File: config.mk
export PLATFORM = sky130hd
export DESIGN_NAME = v_pipe_update_ctrl
export DESIGN_NICKNAME = d
export VERILOG_FILES = /design/src/rtl/v_pipe_update_ctrl.sv
export SDC_FILE = /design/constraint.sdc
export NUM_CORES = 1
export LEC_CHECK = 0
export CORE_AREA = 2 2 72 74
export CTS_CLUSTER_SIZE = 25
export DETAILED_ROUTE_END_ITERATION = 12
export DIE_AREA = 0 0 74 76
export PLACE_DENSITY = 0.8
export REMOVE_ABC_BUFFERS = 1
export SLEW_MARGIN = 20
export SYNTH_ARGS = -nofsm -noshare
export SYNTH_HDL_FRONTEND = slang
export SYNTH_SLANG_ARGS = --single-unit
File: constraint.sdc
create_clock -name clk -period 4.4 [get_ports clk]
set_input_delay 0.88 -clock clk [delete_from_list [all_inputs] [get_ports clk]]
set_output_delay 0.88 -clock clk [all_outputs]
set_load 0.02 [all_outputs]
File: src/rtl/v_pipe_update_ctrl.sv
// Purpose: control FSM for a sorted/CAM-style table. It sequences key compare, one state update, a clear sweep and a response.
// Latency: INSERT/DELETE are accepted at T, compared at T+1, updated at T+2, and respond at T+3. NOP responds at T+1. CLEAR responds after ENTRIES_N clear cycles.
// Backpressure: one command in flight; o_cmd_rdy is high only when idle, and o_rsp_vld holds until i_rsp_rdy.
//
// Ports:
//   clk, arst_n                        clock, asynchronous active-low reset
//   i_cmd_vld/i_cmd_op/i_cmd_key       command ingress (op 0 NOP, 1 INSERT, 2 DELETE, 3 CLEAR)
//   o_cmd_rdy                          command accept
//   o_pipe_key_r                       registered key driven to the compare block
//   i_match_hit/full/sel, i_mask_cmp   compare results, used only in the compare cycle
//   o_upd_vld/op/sel/mask              table update strobe (op 1 INSERT-new, 2 DELETE, 3 MODIFY)
//   o_clr_vld/o_clr_idx                clear-sweep strobe and entry index
//   o_rsp_vld/o_rsp_status/i_rsp_rdy   response (status 0 OK, 1 FULL, 2 NOTFOUND)

package cfg_pkg;
  parameter int ENTRIES_N = 8;
endpackage

package v_pkg;
  parameter int KEY_W = 16;
  typedef logic [KEY_W-1:0] key_t;
endpackage

module v_pipe_update_ctrl #(
  parameter int CLR_IDX_W = $clog2(cfg_pkg::ENTRIES_N)
) (
  input  logic                          clk,
  input  logic                          arst_n,
  input  logic                          i_cmd_vld,
  input  logic [1:0]                    i_cmd_op,
  input  v_pkg::key_t                   i_cmd_key,
  output logic                          o_cmd_rdy,
  output v_pkg::key_t                   o_pipe_key_r,
  input  logic                          i_match_hit,
  input  logic                          i_match_full,
  input  logic [cfg_pkg::ENTRIES_N-1:0] i_match_sel,
  input  logic [cfg_pkg::ENTRIES_N-1:0] i_mask_cmp,
  output logic                          o_upd_vld,
  output logic [1:0]                    o_upd_op,
  output logic [cfg_pkg::ENTRIES_N-1:0] o_upd_sel,
  output logic [cfg_pkg::ENTRIES_N-1:0] o_upd_mask,
  output logic                          o_clr_vld,
  output logic [CLR_IDX_W-1:0]          o_clr_idx,
  output logic                          o_rsp_vld,
  output logic [1:0]                    o_rsp_status,
  input  logic                          i_rsp_rdy
);

  localparam int N = cfg_pkg::ENTRIES_N;

  localparam logic [1:0] CMD_NOP = 2'd0;
  localparam logic [1:0] CMD_INS = 2'd1;
  localparam logic [1:0] CMD_DEL = 2'd2;
  localparam logic [1:0] CMD_CLR = 2'd3;

  localparam logic [1:0] UPD_INS = 2'd1;
  localparam logic [1:0] UPD_DEL = 2'd2;
  localparam logic [1:0] UPD_MOD = 2'd3;

  localparam logic [1:0] ST_OK       = 2'd0;
  localparam logic [1:0] ST_FULL     = 2'd1;
  localparam logic [1:0] ST_NOTFOUND = 2'd2;

  localparam logic [CLR_IDX_W-1:0] CLR_LAST = CLR_IDX_W'(N - 1);

  typedef enum logic [2:0] {
    S_IDLE = 3'd0,
    S_CMP  = 3'd1,
    S_UPD  = 3'd2,
    S_CLR  = 3'd3,
    S_RSP  = 3'd4
  } state_e;

  state_e          state_q, state_d;
  v_pkg::key_t     key_q, key_d;
  logic [1:0]      op_q, op_d;
  logic            hit_q, hit_d;
  logic            full_q, full_d;
  logic [N-1:0]    sel_q, sel_d;
  logic [N-1:0]    mask_q, mask_d;
  logic [1:0]      status_q, status_d;
  logic [CLR_IDX_W-1:0] clr_idx_q, clr_idx_d;

  always_ff @(posedge clk or negedge arst_n) begin
    if (!arst_n) begin
      state_q   <= S_IDLE;
      key_q     <= '0;
      op_q      <= '0;
      hit_q     <= 1'b0;
      full_q    <= 1'b0;
      sel_q     <= '0;
      mask_q    <= '0;
      status_q  <= ST_OK;
      clr_idx_q <= '0;
    end else begin
      state_q   <= state_d;
      key_q     <= key_d;
      op_q      <= op_d;
      hit_q     <= hit_d;
      full_q    <= full_d;
      sel_q     <= sel_d;
      mask_q    <= mask_d;
      status_q  <= status_d;
      clr_idx_q <= clr_idx_d;
    end
  end

  always_comb begin
    state_d    = state_q;
    key_d      = key_q;
    op_d       = op_q;
    hit_d      = hit_q;
    full_d     = full_q;
    sel_d      = sel_q;
    mask_d     = mask_q;
    status_d   = status_q;
    clr_idx_d  = clr_idx_q;
    o_cmd_rdy  = 1'b0;
    o_upd_vld  = 1'b0;
    o_upd_op   = '0;
    o_upd_sel  = '0;
    o_upd_mask = '0;
    o_clr_vld  = 1'b0;
    o_rsp_vld  = 1'b0;

    unique case (state_q)
      S_IDLE: begin
        o_cmd_rdy = 1'b1;
        if (i_cmd_vld) begin
          unique case (i_cmd_op)
            CMD_NOP: begin
              status_d = ST_OK;
              state_d  = S_RSP;
            end
            CMD_INS, CMD_DEL: begin
              key_d   = i_cmd_key;
              op_d    = i_cmd_op;
              state_d = S_CMP;
            end
            CMD_CLR: begin
              clr_idx_d = '0;
              state_d   = S_CLR;
            end
            default: state_d = S_IDLE;
          endcase
        end
      end

      // The compare block sees o_pipe_key_r this cycle. Its results are
      // captured only here, so match inputs in any other cycle are ignored.
      S_CMP: begin
        hit_d   = i_match_hit;
        full_d  = i_match_full;
        sel_d   = i_match_sel;
        mask_d  = i_mask_cmp;
        state_d = S_UPD;
      end

      S_UPD: begin
        state_d  = S_RSP;
        status_d = ST_OK;
        if (op_q == CMD_INS) begin
          if (hit_q) begin
            // The key already exists, so update it in place with no shift.
            o_upd_vld = 1'b1;
            o_upd_op  = UPD_MOD;
            o_upd_sel = sel_q;
          end else if (!full_q) begin
            o_upd_vld  = 1'b1;
            o_upd_op   = UPD_INS;
            o_upd_mask = mask_q;
          end else begin
            status_d = ST_FULL;
          end
        end else begin
          if (hit_q) begin
            o_upd_vld  = 1'b1;
            o_upd_op   = UPD_DEL;
            o_upd_sel  = sel_q;
            o_upd_mask = mask_q;
          end else begin
            status_d = ST_NOTFOUND;
          end
        end
      end

      // Stop at the last entry instead of wrapping, so exactly N strobes are issued.
      S_CLR: begin
        o_clr_vld = 1'b1;
        if (clr_idx_q == CLR_LAST) begin
          status_d = ST_OK;
          state_d  = S_RSP;
        end else begin
          clr_idx_d = clr_idx_q + CLR_IDX_W'(1);
        end
      end

      S_RSP: begin
        o_rsp_vld = 1'b1;
        if (i_rsp_rdy) state_d = S_IDLE;
      end

      default: state_d = S_IDLE;
    endcase
  end

  assign o_pipe_key_r = key_q;
  assign o_clr_idx    = clr_idx_q;
  assign o_rsp_status = o_rsp_vld ? status_q : 2'd0;

endmodule

# ---- Word level (Yosys, flattened, before mapping)
# Index checks and enable logic that the tools add are counted.
# Widths: inputs -> output; s select.
dict set report classes {
  n_mux 38
  addsub 1
  eq_ne 15
  n_reduce_logical 9
}
# op count
set ops {}
lappend ops {{$mux 8} 7}
lappend ops {{$mux 2} 10}
lappend ops {{$mux 3} 6}
lappend ops {{$pmux 3 s5} 1}
lappend ops {{$mux 1} 11}
lappend ops {{$pmux 3 s3} 1}
lappend ops {{$ne 2x2->1 const B} 4}
lappend ops {{$reduce_and 4->1} 2}
lappend ops {{$eq 3x2->1 const B} 2}
lappend ops {{$eq 3x3->1 const B} 2}
lappend ops {{$pmux 2 s3} 1}
lappend ops {{$pmux 3 s2} 1}
lappend ops {{$reduce_and 3->1} 2}
lappend ops {{$eq 2x1->1 const B} 2}
lappend ops {{$eq 2x2->1 const B} 2}
lappend ops {{$ne 2x1->1 const B} 2}
lappend ops {{$add 3x1->3 const B} 1}
lappend ops {{$eq 3x1->1 const B} 1}
lappend ops {{$logic_not 3->1} 1}
lappend ops {{$reduce_bool 3->1} 1}
lappend ops {{$logic_not 2->1} 1}
lappend ops {{$reduce_bool 2->1} 1}
lappend ops {{$reduce_or 2->1} 1}
dict set report totals {
  ff_bits 44
  in_bits 40
  out_inout_bits 43
}

# ---- Depth between registers and ports, before layout
# Gate-level depths: netlist of run 1.
dict set report logic_depth {
  ltp_word 5
  ltp_mapped 6
  mapped_depth_nobuf 5
}

# ---- Worst setup path before layout of run 1
# Ideal clock, no wire load.
dict set report synth_path {
  path_kind {register -> output}
  start {reg state_q[0]}
  end {out o_upd_mask[0] in the netlist's numbering}
  stages_incl_launch_ff 5
  arrival_ns 1.491
  slack_ns 2.029
  n_path_buf 1
  t_required_ns 3.520
  path_cell_list {dfrtp_1 > buf_2 > nor2_1 > nand3_1 > nor3b_1}
}
dict set report synth_via {
  elab_chain_len 2
}
# element line_no
set synth_rtl {}
lappend synth_rtl {{from (decl)} 74} ;# state_e state_q, state_d;
lappend synth_rtl {{from (signal assigned)} 96} ;# state_q <= state_d;
lappend synth_rtl {{$eq 3x2->1} 126} ;# unique case (state_q)
lappend synth_rtl {{$mux 8} 126}
lappend synth_rtl {{to (decl)} 41} ;# output logic [cfg_pkg::ENTRIES_N-1:0] o_upd_mask,
# Every way passes these cells.

# ---- Worst setup path in the final report of run 1
dict set report layout_path {
  start {reg state_q[2]}
  end {out o_upd_mask[1] in the netlist's numbering}
}
# The elaborated chain is that of the path after synthesis.

==> results of run 1 <==
[worst reg2reg max path: stages (launching register included)]
cell	delay [ns]
dfrtp_1	0.55
nor3_2	0.26
and3_1	0.84
mux2_2	0.42
[placed cells by master (no fill, tap or decap), types with 2 or more instances in the layout]
master	instances
clkdlybuf4s50_1	81
dfrtp_1	44
mux2_2	26
mux2_4	10
and2_1	9
nor3b_1	8
nor2_1	6
a21oi_1	6
ha_1	6
clkbuf_8	6
nand2_1	5
nand3b_1	5
and3_1	4
inv_1	4
o311ai_0	3
nand2b_1	2
o31ai_1	2
o21ai_0	2
clkinvlp_4	2
[state kept, by name, indices dropped and copies added, names as in the netlist]
signal and count:
state_q 3, status_q 2, op_q 2, o_pipe_key_r 16, full_q 1, mask_q 8
hit_q 1, sel_q 8, o_clr_idx 3
[routing by layer]
layer	vias to the layer above	part of all wire	track usage
li1	717	-	-
met1	711	0.42	0.211
met2	43	0.51	0.271
met3	9	0.059	0.0529
met4	0	0.014	0.0455
met5	-	0	0
[cell type report]
type / count / area share
Clock buffer: 6 / 0.0272
Multi-Input combinational cell: 102 / 0.299
Tap cell: 70 / 0.0289
Inverter: 4 / 0.00495
Timing Repair Buffer: 83 / 0.272
Clock inverter: 2 / 0.00495
Sequential cell: 44 / 0.363
[kinds of logic after synthesis]
logic type      after synthesis  share of synthesized area
fa+ha+maj                     6                     0.0361
compound gates               13                     0.0391
buf+inv                      12                     0.0367
mux                          36                      0.213
flops                        44                      0.529
simple gates                 46                      0.141
xor+xnor                      1                    0.00421
[per-stage QoR]
step                hold slack (ns)  power [mW]  cell area (sq um)   util  worst slack [ns]
finish                        0.503        1.95               3030  0.617              1.12
global route                  0.514        2.08               3030  0.617             0.825
CTS                           0.506        1.97               3030  0.617              1.11
detailed placement            0.487        1.70               2930  0.597              1.20
global placement              0.481        1.67               2930  0.597              1.33
floorplan                     0.472        1.29               2020      -              1.94
[power by group]
group	internal (mW)	leakage [nW]	switching [mW]
clock	0.127	0.0434	0.138
combinational	0.524	0.670	0.408
sequential	0.605	0.531	0.145
[final timing paths]
path | startpoint | end
worst max-delay path | state_q[2]$_DFFE_PN0P_ | o_upd_mask[1]
worst min-delay path | mask_q[2]$_DFFE_PN0N_ | mask_q[2]$_DFFE_PN0N_
worst max register to register | state_q[2]$_DFFE_PN0P_ | o_pipe_key_r[0]$_DFFE_PN0P_
worst min register to register | mask_q[2]$_DFFE_PN0N_ | mask_q[2]$_DFFE_PN0N_
max in group asynchronous | arst_n | sel_q[2]$_DFFE_PN0N_
min in group asynchronous | arst_n | o_pipe_key_r[11]$_DFFE_PN0P_
==> results.toml, run 1 <==
[critical_path]
worst_path_max_delay_cell = "clkdlybuf4s50_1"
cp.depth = 4
reg2reg_slack_ns = 2.21
critPathRequiredTime_ns = 3.52
crit_type = "flip-flop to output pin"
crit_buf_inv = 1
cpLargestDelayFamily = "simple AND/OR/NAND/NOR gates"
path_cells = "nor2_1 -> nand3_1 -> nor3b_1 -> clkdlybuf4s50_1"
r2r_cells = 3
crit_fanout = 16
worstSetupStartpointType = "flip-flop"
crit_arrival_ns = 2.40
cpPeakStageDelay_ns = 0.65
cp-end-kind = "output pin"

[logic_synthesis]
synth.avg_cell_area_sq_um = 13.2
synthTopCellsByCount = "44 x dfrtp_1, 26 x mux2_2, 10 x mux2_4, 9 x and2_1, 9 x nor3b_1"
yosysTopAreaCellShare = 0.529
synth_edf_count = 0
ys_types = 28
synth_area_sq_um = 2080
synth_area_leaders = "dfrtp_1 53%, mux2_2 14%, mux2_4 7.2%"
synth_seq_area_share = 0.529
yosysMostFrequentCell = "dfrtp_1"
synth_seq_cells = 44
synth_top_cell_by_area = "dfrtp_1"
ys_warn_count = 0
synthFlopType = "dfrtp_1"
netlist_instances = 158
async_reset_ff_frac = 1.00

[global_route]
grt_max_degree = 45
grt_util_all_layers = 0.166
grt_pass1_vias = 1559
grt_overflow = 0
antenna_found_initial = 0
grt_pass1_wl_mm = 7.35

[die]
die_area_sq_um = 5620
die_width_microns = 74
start_util = 0.423
io_pins = 83
fp.dieH_microns = 76
core_sq_um = 4910
num_rows = 26

[timing]
worst_pin_slew_ns = 0.984
relSlewSlack = 0.344
hold_viol = 0
clock_skew_ns = 0.00954
period_needed_ns = 3.28
drv_slew = 0
rsz0062_at_grt = "false"
setup_viol_count_final = 0
tns_ns = 0
fmax_ghz = 0.305
fin_crit_sh = 0.746

[routing]
drt_iter0_drc = 97
wl_mm = 4.37
viasPerCell = 4.76
post_drt_wl_per_cell_microns = 14.0
antenna_left = 0
drcViolationCount = 0
num_vias = 1480
drt_pass1_iterations = 4

[power_and_ir_drop]
ir_worst_vdd_uv = 352
p_leak_nw = 1.24
p_per_area_nw_per_um2 = 642

[min_path]
hold_depth = 1
worst_hold_path_type = "flip-flop to flip-flop"

[clock_network]
h-tree-depth = 2
post_cts_resize_count = 0
holdBufCountCts = 0
cts_tree = "yes"
post_cts_buffers = 0
clk_path_buf_depth = 2
clock_sinks = 44
cts_root_buffer = "clkbuf_8"
numCtsBuffers = 5
clk_pin_slew_ns = 0.09
clkLatencyLatePin_ns = 0.30

[layout]
nets = 286
final_cells = 311
ff_latch_area_sq_um = 1100
diodes = 0
n_fill_cell = 416
multiInputGateArea_sq_um = 907
drive_gt1_frac = 0.203
syn2layout_area_growth_pct = 45.8

[place]
dp.final_hpwl_mm = 3.16
gp_congestion = 0.766
numPortBuffers = 82
placedCellCount = 303

[run]
cap_violations = 0

[outcome]
status = "complete, no violations"
Power figures use the tool's default switching activity.
==> inputs of run 2 (changes only) <==
- CORE_AREA: 2 2 72 74 -> 2 2 77 79
- DIE_AREA: 0 0 74 76 -> 0 0 79 81
- PLACE_DENSITY: 0.8 -> 0.74
- clock period: 4.4 -> 2.69 ns (I/O delays scaled with it)
==> run 2 against run 1 <==
Cell count rose by 2.9%. Total power grew 67%. Critical path depth is the same. Global-route usage is 2.7 points lower. Worst hold slack worse by 0.32 ns. Die area increased by 14%. Critical path type unchanged. Largest power group unchanged.
==> results.toml, run 2 (same netlist as run 1, synthesis figures left out) <==
[outcome]
status = "complete, no violations"

[layout]
drive_gt1_frac = 0.233
largest_reg_flops = 16
nets = 291
n_fill_cell = 520
diodes = 0
final_common_cell = "clkdlybuf4s50_1"
layout_common_cells = "79 x clkdlybuf4s50_1, 44 x dfrtp_1, 26 x mux2_2, 10 x mux2_4, 9 x and2_1"
final_cells = 320
syn2layout_area_growth_pct = 50.1

[power_and_ir_drop]
comb_power_share = 0.505
p_int_mw = 2.13
p_sw_mw = 1.13
ir_worst_vdd_uv = 478
p_per_area_nw_per_um2 = 1040
clkPwrFrac = 0.135
total_power_mw = 3.26
p_seq_frac = 0.361
switching_share = 0.348
p_leak_nw = 1.33

[critical_path]
crit_type = "flip-flop to output pin"
crit_arrival_ns = 2.02
critPathRequiredTime_ns = 2.15
worstSetupStartpointType = "flip-flop"
crit_fanout = 10
cp-end-kind = "output pin"

[timing]
tns_ns = 0
fmax_ghz = 0.391
fin_crit_sh = 0.952
period_needed_ns = 2.56
hold_viol = 0
clock_skew_ns = 0.00929
relSlewSlack = 0.692
setup_viol_count_final = 0
layout_setup_ws_ns = 0.130
worst_pin_slew_ns = 0.456
drv_slew = 0
hold_slack_ns = 0.188

[clock_network]
clk_path_buf_depth = 2
clkLatencyLatePin_ns = 0.29
cts_root_buffer = "clkbuf_8"
post_cts_buffers = 0
cts_tree = "yes"
h-tree-depth = 2
clock_sinks = 44
numCtsBuffers = 5
clk_pin_slew_ns = 0.08

[min_path]
worst_hold_path_type = "input port to asynchronous set/reset pin"

[global_route]
grt_pass1_vias = 1522
grt_overflow = 0
grt_pass1_wl_mm = 6.96
grt_util_all_layers = 0.139
antenna_found_initial = 0
grt_max_degree = 45

[place]
numPortBuffers = 82
dp.final_hpwl_mm = 3.10
placedCellCount = 312
pre_cts_ws_ns = 0.272
gp_congestion = 0.725

[die]
start_util = 0.366
die_width_microns = 79
core_sq_um = 5680
fp.dieH_microns = 81
num_rows = 28
die_area_sq_um = 6400
io_pins = 83

[routing]
antenna_left = 0
num_vias = 1524
viasPerCell = 4.76
drt_pass1_iterations = 4
wl_mm = 4.40
drcViolationCount = 0
drt_iter0_drc = 56
post_drt_wl_per_cell_microns = 13.7

[run]
cap_violations = 0
run 2: cell types whose count changed in the layout (fill, tap and decap cells not counted), moves of 2 or more:
cell and change:
buf_4 +3, buf_12 +2, clkdlybuf4s50_1 -2, clkinvlp_4 -2, dlymetal6s2s_1 +2
run 2: repair_timing:
item	4_1_cts	5_1_grt
hold buffers	0	0
resized for setup	0	6
setup endpoints to repair	0	8
run 2: final timing paths:
check | from | endpoint | slack (ns) | cells past startpoint
hold / removal | arst_n | o_pipe_key_r[6]$_DFFE_PN0P_ | 0.19 | 1
setup / recovery | hit_q$_DFFE_PN0N_ | o_upd_mask[7] | 0.13 | 4
min in group clk | sel_q[6]$_DFFE_PN0N_ | sel_q[6]$_DFFE_PN0N_ | 0.50 | 1
hold reg to reg | sel_q[6]$_DFFE_PN0N_ | sel_q[6]$_DFFE_PN0N_ | 0.50 | 1
max in group asynchronous | arst_n | o_clr_idx[2]$_DFFE_PN0P_ | 2.02 | 2
setup reg to reg | state_q[1]$_DFFE_PN0P_ | o_pipe_key_r[2]$_DFFE_PN0P_ | 0.91 | 5
run 2: stage by stage:
stage               instance area, sq um   util
floorplan                           2020      -
global placement                    2980  0.526
detailed placement                  2980  0.526
CTS                                 3080  0.543
global route                        3120  0.550
finish                              3120  0.550
run 2: critical path, cell delays in order (launching register included):
cell and delay (ns):
dfrtp_1 0.45, nand2b_1 0.20, nand3_2 0.21, nor3b_1 0.23, clkdlybuf4s50_1 0.64
run 2: metal layers:
layer,vias up,global-route usage,wire (microns)
met3,4,0.0433,263
met2,46,0.234,2150
met1,746,0.173,1950
met5,-,0,0
li1,728,-,-
met4,0,0.0414,31
run 2: power groups by stage:
| stage | Sequential [mW] | Combinational (mW) | Clock [mW] |
|---|---|---|---|
| final | 1.18 | 1.65 | 0.440 |
| after global routing | 1.23 | 1.77 | 0.484 |
| after CTS | 1.18 | 1.65 | 0.463 |
| after detailed placement | 1.18 | 1.64 | 0 |
| after global placement | 1.17 | 1.62 | 0 |
| after floorplan | 1.36 | 0.759 | 0 |
run 2: layout make-up:
cell class / instances / area, sq um / area share
clock buffers: 7 / 96.3 / 0.0309
inverters: 4 / 15.0 / 0.00481
multi-input cells: 102 / 923 / 0.296
flip-flops and latches: 44 / 1100 / 0.353
well taps: 75 / 93.8 / 0.0301
repair buffers: 88 / 891 / 0.285
==> RTL change: new RTL, config.mk and constraints of run 2 <==
Register the output `o_rsp_status`, cleared by the reset; this adds one clock of latency there. The other outputs are not delayed to match.
--- a/src/rtl/v_pipe_update_ctrl.sv
+++ b/src/rtl/v_pipe_update_ctrl.sv
@@ -208,3 +208,9 @@
   assign o_clr_idx    = clr_idx_q;
-  assign o_rsp_status = o_rsp_vld ? status_q : 2'd0;
+  always_ff @(posedge clk or negedge arst_n) begin
+    if (!arst_n) begin
+      o_rsp_status <= '0;
+    end else begin
+      o_rsp_status <= o_rsp_vld ? status_q : 2'd0;
+    end
+  end
 
Check against the original RTL: not equivalent (Yosys sat finds a counterexample within 4 cycles, from zero or initial values and one cycle with arst_n low).
==> RTL change against run 2 <==
Power grew 0.85%; global-route usage up 0.59 points; critical path type unchanged; count of clock-buffer cells in the layout unchanged; sequential cell count grew 2; routed wire length is 2.4% higher; area after synthesis is 2.4% higher; non-clock buffer count up 1; largest power group unchanged; cell area rose by 1.4%; via count up 2.0%; worst setup slack got worse by 0.00075 ns; critical endpoint is now o_upd_sel[1]; die area is the same.
==> RTL change: results (changes against run 2) <==
global_routing:
  grt_pass1_wl_mm: 7.224  # +3.9%
  grt_usage_pct: 14.49  # +0.59 points
  grt_start_max_net_pins: 20  # -56%
  grt_pass1_vias: 1630  # +7.1%
yosys:
  synth_ff_type: "dfrtp_1"
  synthAdderAreaFrac_pct: 3.525  # -0.085 points
  ys_types: 28  # unchanged
  synth-xor-area-share_pct: 0.4113  # -0.0099 points
  ys_seq_area_share_pct: 54.05  # +1.1 points
  yosys-top-cells-count: "dfrtp_1 (46), mux2_2 (26), mux2_4 (10)"
  synth_area_leaders: "dfrtp_1 (54%), mux2_2 (14%), mux2_4 (7.1%)"
  synth.mux.area_fraction_pct: 20.80  # -0.50 points
  synth_compound_area_share_pct: 3.819  # -0.092 points
route:
  viasPerCell: 4.796  # +0.71%
  drt_iter0_markers: 86  # +54%
  wire_per_inst_um: 13.90  # +1.1%
placed_design:
  hpwlAfterDp_mm: 3.363  # +8.3%
  place_congestion: 0.7394  # +2.0%
  io_buffers: 82  # unchanged
layout:
  largest_register_ffs: 16  # unchanged
  final_layout_size_suffix_gt1_share_pct: 23.29  # +0.028 points
  fin_nets: 294  # +1.0%
  fillers: 520  # unchanged
power_and_ir_drop:
  power_mw: 3.287  # +0.85%
  ir_drop_uv: 568.3  # +19%
  p_leak_nw: 1.371  # +3.3%
  p_switching_mw: 1.149  # +1.4%
  power_clock_mw: 0.424  # -4%
setup_path:
  cp.arrival_ns: 2.02  # about the same
  cpPeakStageDelay_ns: 0.62  # -0.02 ns
  worstPathMaxFanout: 9  # -1
status:
  status: "complete, no violations"
timing:
  worst_pin_slew_ns: 0.4311  # -0.02510 ns
  skew_ns: 0.003836  # -0.005451 ns
clocking:
  cts_hold_buf: 0  # unchanged
  htreeDepth: 2  # unchanged
  clk_latency_ns: 0.29  # about the same
## RTL change: stage by stage
| step | worst slack [ns] | std cells | util [%] | area (um^2) |
|---|---|---|---|---|
| 6_report | 0.1295 | 324 | 55.73 | 3163 |
| 5_1_grt | 0.01426 | 324 | 55.73 | 3163 |
| 4_1_cts | 0.04585 | 324 | 55.53 | 3152 |
| 3_5_place_dp | 0.3056 | 316 | 53.70 | 3048 |
| 3_3_place_gp | 0.3661 | 316 | 53.70 | 3048 |
| 2_1_floorplan | 0.2301 | 152 | - | 2068 |
## RTL change: layout make-up
class                           count  share of cell area, %
Sequential cell                    46                  36.43
Multi-Input combinational cell    102                  29.15
Inverter                            4                 0.4747
Tap cell                           75                  2.967
Clock buffer                        7                  2.729
Timing Repair Buffer               89                  28.09
Clock inverter                      1                 0.1582
## RTL change: layer usage
| layer | up-vias | GRT usage (%) | part of all wire, % |
|---|---|---|---|
| li1 | 738 | - | - |
| met1 | 758 | 18.71 | 45 |
| met2 | 53 | 23.31 | 48 |
| met3 | 5 | 5.000 | 6.8 |
| met4 | 0 | 4.138 | 0.76 |
| met5 | - | 0 | 0 |
## RTL change: path summary, 6_finish.rpt
kind / from / to / slack [ns] / cells after the start
max: state_q[0] / o_upd_sel[1] / 0.13 / 4
min in group clk: sel_q[7] / sel_q[7] / 0.50 / 1
min: arst_n / mask_q[2] / 0.18 / 1
max reg2reg: state_q[2] / o_pipe_key_r[0] / 1.05 / 5
min reg2reg: sel_q[7] / sel_q[7] / 0.50 / 1
max in group asynchronous: arst_n / hit_q / 1.92 / 2
## RTL change: repair_timing
| action | 4_1_cts | 5_1_grt |
|---|---|---|
| endpoints found under the setup margin | 2 | 8 |
| resized for setup | 2 | 5 |
| setup buffers | 0 | 0 |
| gates cloned | 0 | 0 |
